===== config.mk =====
export PLATFORM = sky130hd
export DESIGN_NAME = relay_mode_ctrl
export DESIGN_NICKNAME = d
export VERILOG_FILES = /design/src/rtl/relay_mode_ctrl.sv
export SDC_FILE = /design/constraint.sdc
export NUM_CORES = 1
export LEC_CHECK = 0
export ABC_AREA = 1
export BUFFER_PORTS_ARGS = -buffer_cell sky130_fd_sc_hd__buf_2
export CORE_MARGIN = 5
export CORE_UTILIZATION = 52
export DETAILED_ROUTE_END_ITERATION = 12
export HOLD_SLACK_MARGIN = 0.12
export PLACE_DENSITY = 0.69
export SKIP_CTS_REPAIR_TIMING = 1
export SYNTH_ARGS = -nofsm -noshare
export SYNTH_HDL_FRONTEND = slang
export SYNTH_SLANG_ARGS = --single-unit
export TNS_END_PERCENT = 10

===== constraint.sdc =====
create_clock -name ck_1356meg -period 3 [get_ports ck_1356meg]
set_clock_uncertainty 0.05 [all_clocks]
set_input_delay 0.3 -clock ck_1356meg [delete_from_list [all_inputs] [get_ports ck_1356meg]]
set_output_delay 0.3 -clock ck_1356meg [all_outputs]
set_load 0.01 [all_outputs]

===== src/rtl/relay_mode_ctrl.sv =====
// rtl/relay_mode_ctrl.sv - ISO14443-A relay link sampler, frame marker detector and mod_type sequencer
module relay_mode_ctrl #(
    parameter logic [3:0]  DIV_PHASE      = 4'd8,
    parameter logic [15:0] MAX_FRAME_BITS = 16'd4096
) (
    input  logic       ck_1356meg,
    input  logic       rst,
    input  logic [2:0] hi_simulate_mod_type,
    input  logic       relay_din,
    output logic [2:0] mod_type,
    output logic       bit_strobe,
    output logic       rx_bit,
    output logic       frame_active,
    output logic       frame_err
);

    localparam logic [2:0] FAKE_READER   = 3'b101;
    localparam logic [2:0] FAKE_TAG      = 3'b110;
    localparam logic [2:0] TAGSIM_LISTEN = 3'b001;
    localparam logic [2:0] TAGSIM_MOD    = 3'b010;
    localparam logic [2:0] READER_LISTEN = 3'b011;
    localparam logic [2:0] READER_MOD    = 3'b100;

    typedef enum logic {LISTEN = 1'b0, ACTIVE = 1'b1} state_t;

    state_t      state, state_next;
    logic [3:0]  div_counter;
    logic [31:0] shift_reg, shift_nxt;
    logic [2:0]  bit_cnt;
    logic [15:0] frame_bits;
    logic [2:0]  mode_q;
    logic        in_reset;
    logic        relay_en, is_reader, mode_switch;
    logic        start_hit, end_hit, timeout_hit, restart, err_next;

    assign relay_en    = (hi_simulate_mod_type == FAKE_READER) | (hi_simulate_mod_type == FAKE_TAG);
    assign is_reader   = (hi_simulate_mod_type == FAKE_READER);
    assign mode_switch = relay_en & (hi_simulate_mod_type != mode_q);

    always_ff @(posedge ck_1356meg) begin
        if (rst) begin
            state <= LISTEN;
        end else begin
            state <= state_next;
        end
    end

    // Markers are matched on the post-shift word so the transition lands on the sampling edge.
    always_comb begin
        shift_nxt   = {shift_reg[30:0], relay_din};
        start_hit   = is_reader ? (shift_nxt[23:0] == 24'h0000C0) : (shift_nxt[23:0] == 24'h0000F0);
        end_hit     = (bit_cnt == 3'd7) &&
                      (is_reader ? ((shift_nxt == 32'h0000_0000) || (shift_nxt == 32'hC000_0000))
                                 : (shift_nxt[23:0] == 24'h000000));
        timeout_hit = (frame_bits == MAX_FRAME_BITS - 16'd1);
        state_next  = state;
        restart     = 1'b0;
        err_next    = 1'b0;
        if (!relay_en || mode_switch) begin
            state_next = LISTEN;
        end else if (bit_strobe) begin
            case (state)
                LISTEN: begin
                    if (start_hit) begin
                        state_next = ACTIVE;
                        restart    = 1'b1;
                    end
                end
                ACTIVE: begin
                    if (end_hit) begin
                        state_next = LISTEN;
                    end else if (start_hit) begin
                        restart = 1'b1;
                    end else if (timeout_hit) begin
                        state_next = LISTEN;
                        err_next   = 1'b1;
                    end
                end
                default: state_next = LISTEN;
            endcase
        end
    end

    always_ff @(posedge ck_1356meg) begin
        if (rst) begin
            div_counter <= 4'd0;
            shift_reg   <= 32'd0;
            bit_cnt     <= 3'd0;
            frame_bits  <= 16'd0;
            bit_strobe  <= 1'b0;
            frame_err   <= 1'b0;
            mode_q      <= hi_simulate_mod_type;
            in_reset    <= 1'b1;
        end else begin
            div_counter <= div_counter + 4'd1;
            bit_strobe  <= relay_en && (div_counter == DIV_PHASE);
            frame_err   <= err_next;
            mode_q      <= hi_simulate_mod_type;
            in_reset    <= 1'b0;
            if (!relay_en || mode_switch) begin
                shift_reg <= 32'd0;
                bit_cnt   <= 3'd0;
            end else if (bit_strobe) begin
                shift_reg <= shift_nxt;
                bit_cnt   <= restart ? 3'd0 : bit_cnt + 3'd1;
                if (restart) begin
                    frame_bits <= 16'd0;
                end else if (state == ACTIVE && frame_bits != 16'hFFFF) begin
                    frame_bits <= frame_bits + 16'd1;
                end
            end
        end
    end

    always_comb begin
        mod_type     = hi_simulate_mod_type;
        rx_bit       = relay_en & shift_reg[15];
        frame_active = (state == ACTIVE);
        if (!in_reset && relay_en) begin
            if (is_reader) begin
                mod_type = (state == ACTIVE) ? READER_MOD : READER_LISTEN;
            end else begin
                mod_type = (state == ACTIVE) ? TAGSIM_MOD : TAGSIM_LISTEN;
            end
        end
    end

endmodule


Word level (Yosys, flattened, before mapping)
Index checks and enable logic that the tools add are counted.

Output and inout bits: 7. Register bits after elaboration: 61. Input port bits: 6.

Reduce and logical (&&, ||, !) cells: 14. Equality and inequality tests: 10. Add/sub/neg operators: 3. Bitwise gates (word level): 6. Mux-type cells: 20.

Operators by type and width (number): 24-bit by 8-bit equality test with 1-bit output (second input constant) (2); 32-bit equality test (second input constant) (1); 32-bit zero test (1); 16-bit two-way mux (2); 24-bit zero test (1); 16-bit by 1-bit adder with 16-bit output (second input constant) (1); 16-bit by 12-bit equality test with 1-bit output (second input constant) (1); 16-bit inequality test (second input constant) (1); 3-bit two-way mux (4); 1-bit two-way mux (11); 3-bit equality test (second input constant) (3); 6-bit OR reduction (1); 4-bit by 1-bit adder with 4-bit output (second input constant) (1); 4-bit equality test (second input constant) (1); 1-bit logical AND (4); 1-bit one-hot mux with 2 select lines (2); 3-bit by 1-bit adder with 3-bit output (second input constant) (1); 3-bit inequality test (1); 1-bit NOT (3); 3-bit AND reduction (1); 1-bit AND (2); 1-bit zero test (2); 1-bit logical OR (2); 2-bit two-way mux (1); 3 further kinds (3).

Depth between registers and ports, before layout
Word-level depth: 10. Gate-level depth with buffers: 12.

Worst setup path after synthesis
OpenSTA, ideal clock, no wires.

Path type: flip-flop to flip-flop. Start: reg frame_bits[0]. End: reg frame_bits[10]. Path buffers: 1. Setup time: 0.115 ns. Required time: 2.835 ns. Cell stages (with the launch flop): 10. Arrival time: 1.421 ns. Slack: 1.414 ns. Path through: dfxtp_1 ha_1 nand2_1 nor2_2 nand2_2 o21ai_2 a21oi_4 buf_4 a21oi_1 nor2_1.

Cells in the longest elaborated chain, start to end: 4. Elaborated cells between the ends (all ways): 7.

RTL lines: from (decl) (line 30) `logic [15:0] frame_bits;`; from (signal assigned) (line 109) `frame_bits <= frame_bits + 16'd1;`; parallel branches: the longest is 4 deep, another holds 16-bit by 1-bit adder with 16-bit output.

Parallel ways; which one is timed is not known. The select of a mux whose other input is x is not followed. A chain may end at the register's enable or synchronous reset.

Worst setup path in the final report
Start: in hi_simulate_mod_type[0]. End: out mod_type[0].

Cells in the longest elaborated chain, start to end: 4. Elaborated cells between the ends (all ways): 6.

RTL lines: from (decl) (line 8) `input logic [2:0] hi_simulate_mod_type,`; 3-bit equality test (on tied branches) (line 36, 37); 1-bit OR (line 36) `assign relay_en = (hi_simulate_mod_type == FAKE_READER) | (hi_simulate_mod_type == FAKE_TAG);`; 1-bit logical AND (line 119) `if (!in_reset && relay_en) begin`; 3-bit two-way mux * (line 119); to (decl) (line 10) `output logic [2:0] mod_type,`.

Mark *: on every way between the ends. The rest lies on a longest branch, timed or not.

==> flow_summary.json <==
{
  "met2_usage_pct": 26.8,
  "cts_tree": "yes",
  "synth_xor_xnor_area_share_pct": 1.50,
  "met1_usage_pct": 25.6,
  "avgRoutedWirePerCell_microns": 11.5,
  "layout_common_cells": "nand2_1, nor2_1, dfxtp_1",
  "final_common_cell": "nand2_1",
  "n_fill_cell": 543,
  "areaGrowthSynthToFinish_pct": 11.2,
  "synth.cell_area_sq_um": 2920,
  "worst_r2r_endpoint": "frame_bits[13]",
  "synth_cells": 439,
  "synth_flop_cell": "dfxtp_1",
  "multi_input_area_sq_um": 1460,
  "largest_reg_flops": 31,
  "finalCriticalPeriod_ns": 2.27,
  "synth_async_sr_flop_share_pct": 0,
  "finalNetCount": 463,
  "crit_fanout": 6,
  "end_kind": "primary output",
  "dieHeight_microns": 85.0,
  "outcome": "completed",
  "vias": 2635,
  "rsz0062_at_grt": "no",
  "met3_usage_pct": 6.31,
  "routabilityCongestion": 0.833,
  "yosys-mux-area-fraction_pct": 0,
  "final_antenna_net_count": 0,
  "hp-class": "in2reg",
  "hold_viol": 0,
  "grt_busiest_layer": "met2",
  "clock_path_buffers": 2,
  "path_class": "in2out",
  "slew_headroom_pct": 51.2,
  "fin_area_sq_um": 3250,
  "synth_cell_type_count": 27,
  "cts.reportedPaths.clkPinSlew_ns": 0.07,
  "worst_slew_pin_slew_ns": 0.729,
  "grt.overflow.total": 0,
  "r2r_setup_slack_ns": 1.07,
  "drive_above_1_share_pct": 10.5,
  "crit_end": "mod_type[0]",
  "numCtsBuffers": 9,
  "worst_ep_arrival_time_ns": 1.92,
  "start_util_pct": 53.4,
  "io_buffers": 12,
  "insertion_delay_ns": 0.33,
  "grt_pass1_vias": 2373,
  "synth-edff-count": 0,
  "synth_top_family_by_area": "simple AND/OR/NAND/NOR gates",
  "core_sq_um": 5470,
  "antenna_cells": 0,
  "yosysTopAreaCellShare_pct": 41.8,
  "cp-start-kind": "input pin",
  "synthTopCellsByArea": "dfxtp_1, nand2_1, nor2_1, a21oi_1, inv_1",
  "grt_max_degree": 45,
  "grt_usage_pct": 18.3,
  "synth_top_area_cell": "dfxtp_1",
  "num_rows": 27,
  "startpoint": "hi_simulate_mod_type[0]",
  "clock.fmax_mhz": 441,
  "pwr_density_cell_nw_per_um2": 499,
  "slew_viol_final": 0,
  "firstDrtPassIters": 5,
  "cts-root-buf": "clkbuf_8",
  "regArea_sq_um": 1220,
  "regToRegStartpoint": "shift_reg[12]",
  "ios": 13,
  "grt_pass1_wl_mm": 10.7,
  "cp.required_ns": 2.65,
  "routed_via_density": 4.99,
  "tns_ns": 0,
  "synth_fa_ha_area_share_pct": 2.57,
  "cts.sinks": 61,
  "finalSetupViolCount": 0,
  "postSynthAreaPerCell_sq_um": 6.66,
  "place_area_sq_um": 3010,
  "hpwl_mm": 4.25,
  "synth-simple-area-share_pct": 33.4,
  "dieArea_sq_um": 7220,
  "r2r_cells": 9,
  "antenna_found_initial": 0,
  "synth-compound-area-share_pct": 12.4,
  "p_leak_nw": 1.24,
  "peakVddDrop_mv": 0.415,
  "finalCritPeriodShare_pct": 75.6,
  "ys_ff_latch": 61,
  "die_w_microns": 85.0,
  "drc": 0,
  "htree_num_levels": 3,
  "drt_iter0_markers": 234,
  "syn_nets": 451,
  "synth_sequential_area_ratio_pct": 41.8,
  "yosys_warnings": 0,
  "drt_wl_total_mm": 6.09,
  "drv_cap": 0
}
[per-stage QoR]
step	power [mW]	instances	worst slack [ns]	hold WS [ns]	util, %
after floorplan	0.869	439	1.41	0.278	-
after global placement	0.883	509	1.13	0.398	55.0
after detailed placement	0.884	509	1.06	0.405	55.0
after CTS	1.63	525	1.07	0.0568	58.9
after global routing	1.68	528	0.608	0.174	59.4
final	1.62	528	0.732	0.183	59.4
[synthesized netlist by cell type, types with 2 or more instances]
master and number:
nand4_1 4, nand2_2 3, nor2_1 82, nor2_2 4
nor3_1 5, inv_2 6, nand2_1 106, inv_1 41
o21ai_0 8, dfxtp_1 61, a21oi_1 52, o21ai_2 3
xor2_1 3, ha_1 6, clkbuf_1 11, xnor2_1 2
buf_2 2, nand3_1 30, o21ai_1 2
[report_power, final]
group	switching [mW]	leakage, nW	internal [mW]
Sequential	0.00379	0.493	0.816
Clock	0.325	0.102	0.429
Combinational	0.0308	0.642	0.0183
Total	0.359	1.24	1.26
[worst max-delay path, stage by stage]
cell	delay, ns
dlygate4sd3_1	0.53
buf_2	0.15
inv_1	0.07
nand2_1	0.07
o21ai_2	0.14
inv_2	0.08
nor2_1	0.25
nand2_1	0.09
o21ai_0	0.09
buf_2	0.16
[metal layers]
layer / vias to the layer above / share of wire (%)
li1: 1411 / -
met1: 1180 / 52
met2: 38 / 43
met3: 6 / 4.1
met4: 0 / 1.0
met5: - / 0
[worst min-delay path by stage]
stage	from	endpoint	slack, ns	cells past startpoint
2_1_floorplan	rst	in_reset	0.28	0
3_3_place_gp	hi_simulate_mod_type[2]	mode_q[2]	0.40	1
3_5_place_dp	div_counter[0]	div_counter[0]	0.40	1
4_1_cts	hi_simulate_mod_type[2]	mode_q[2]	0.06	1
5_1_grt	rst	in_reset	0.17	1
6_report	rst	in_reset	0.18	1
[cell type report]
class / instances / area share (%)
Clock buffer: 11 / 4.66
Clock inverter: 5 / 1.81
Inverter: 47 / 5.43
Multi-Input combinational cell: 316 / 44.8
Sequential cell: 61 / 37.6
Tap cell: 72 / 2.77
Timing Repair Buffer: 16 / 3.00
[cells by family (layout without fill, tap and decap cells)]
| logic type | count (synthesis) | in the layout |
|---|---|---|
| compound gates | 67 | 67 |
| xor+xnor | 5 | 5 |
| fa+ha+maj | 6 | 6 |
| buf+inv | 62 | 79 |
| flops | 61 | 61 |
| simple gates | 238 | 238 |
Note: power is estimated with default switching activity, not from simulation.
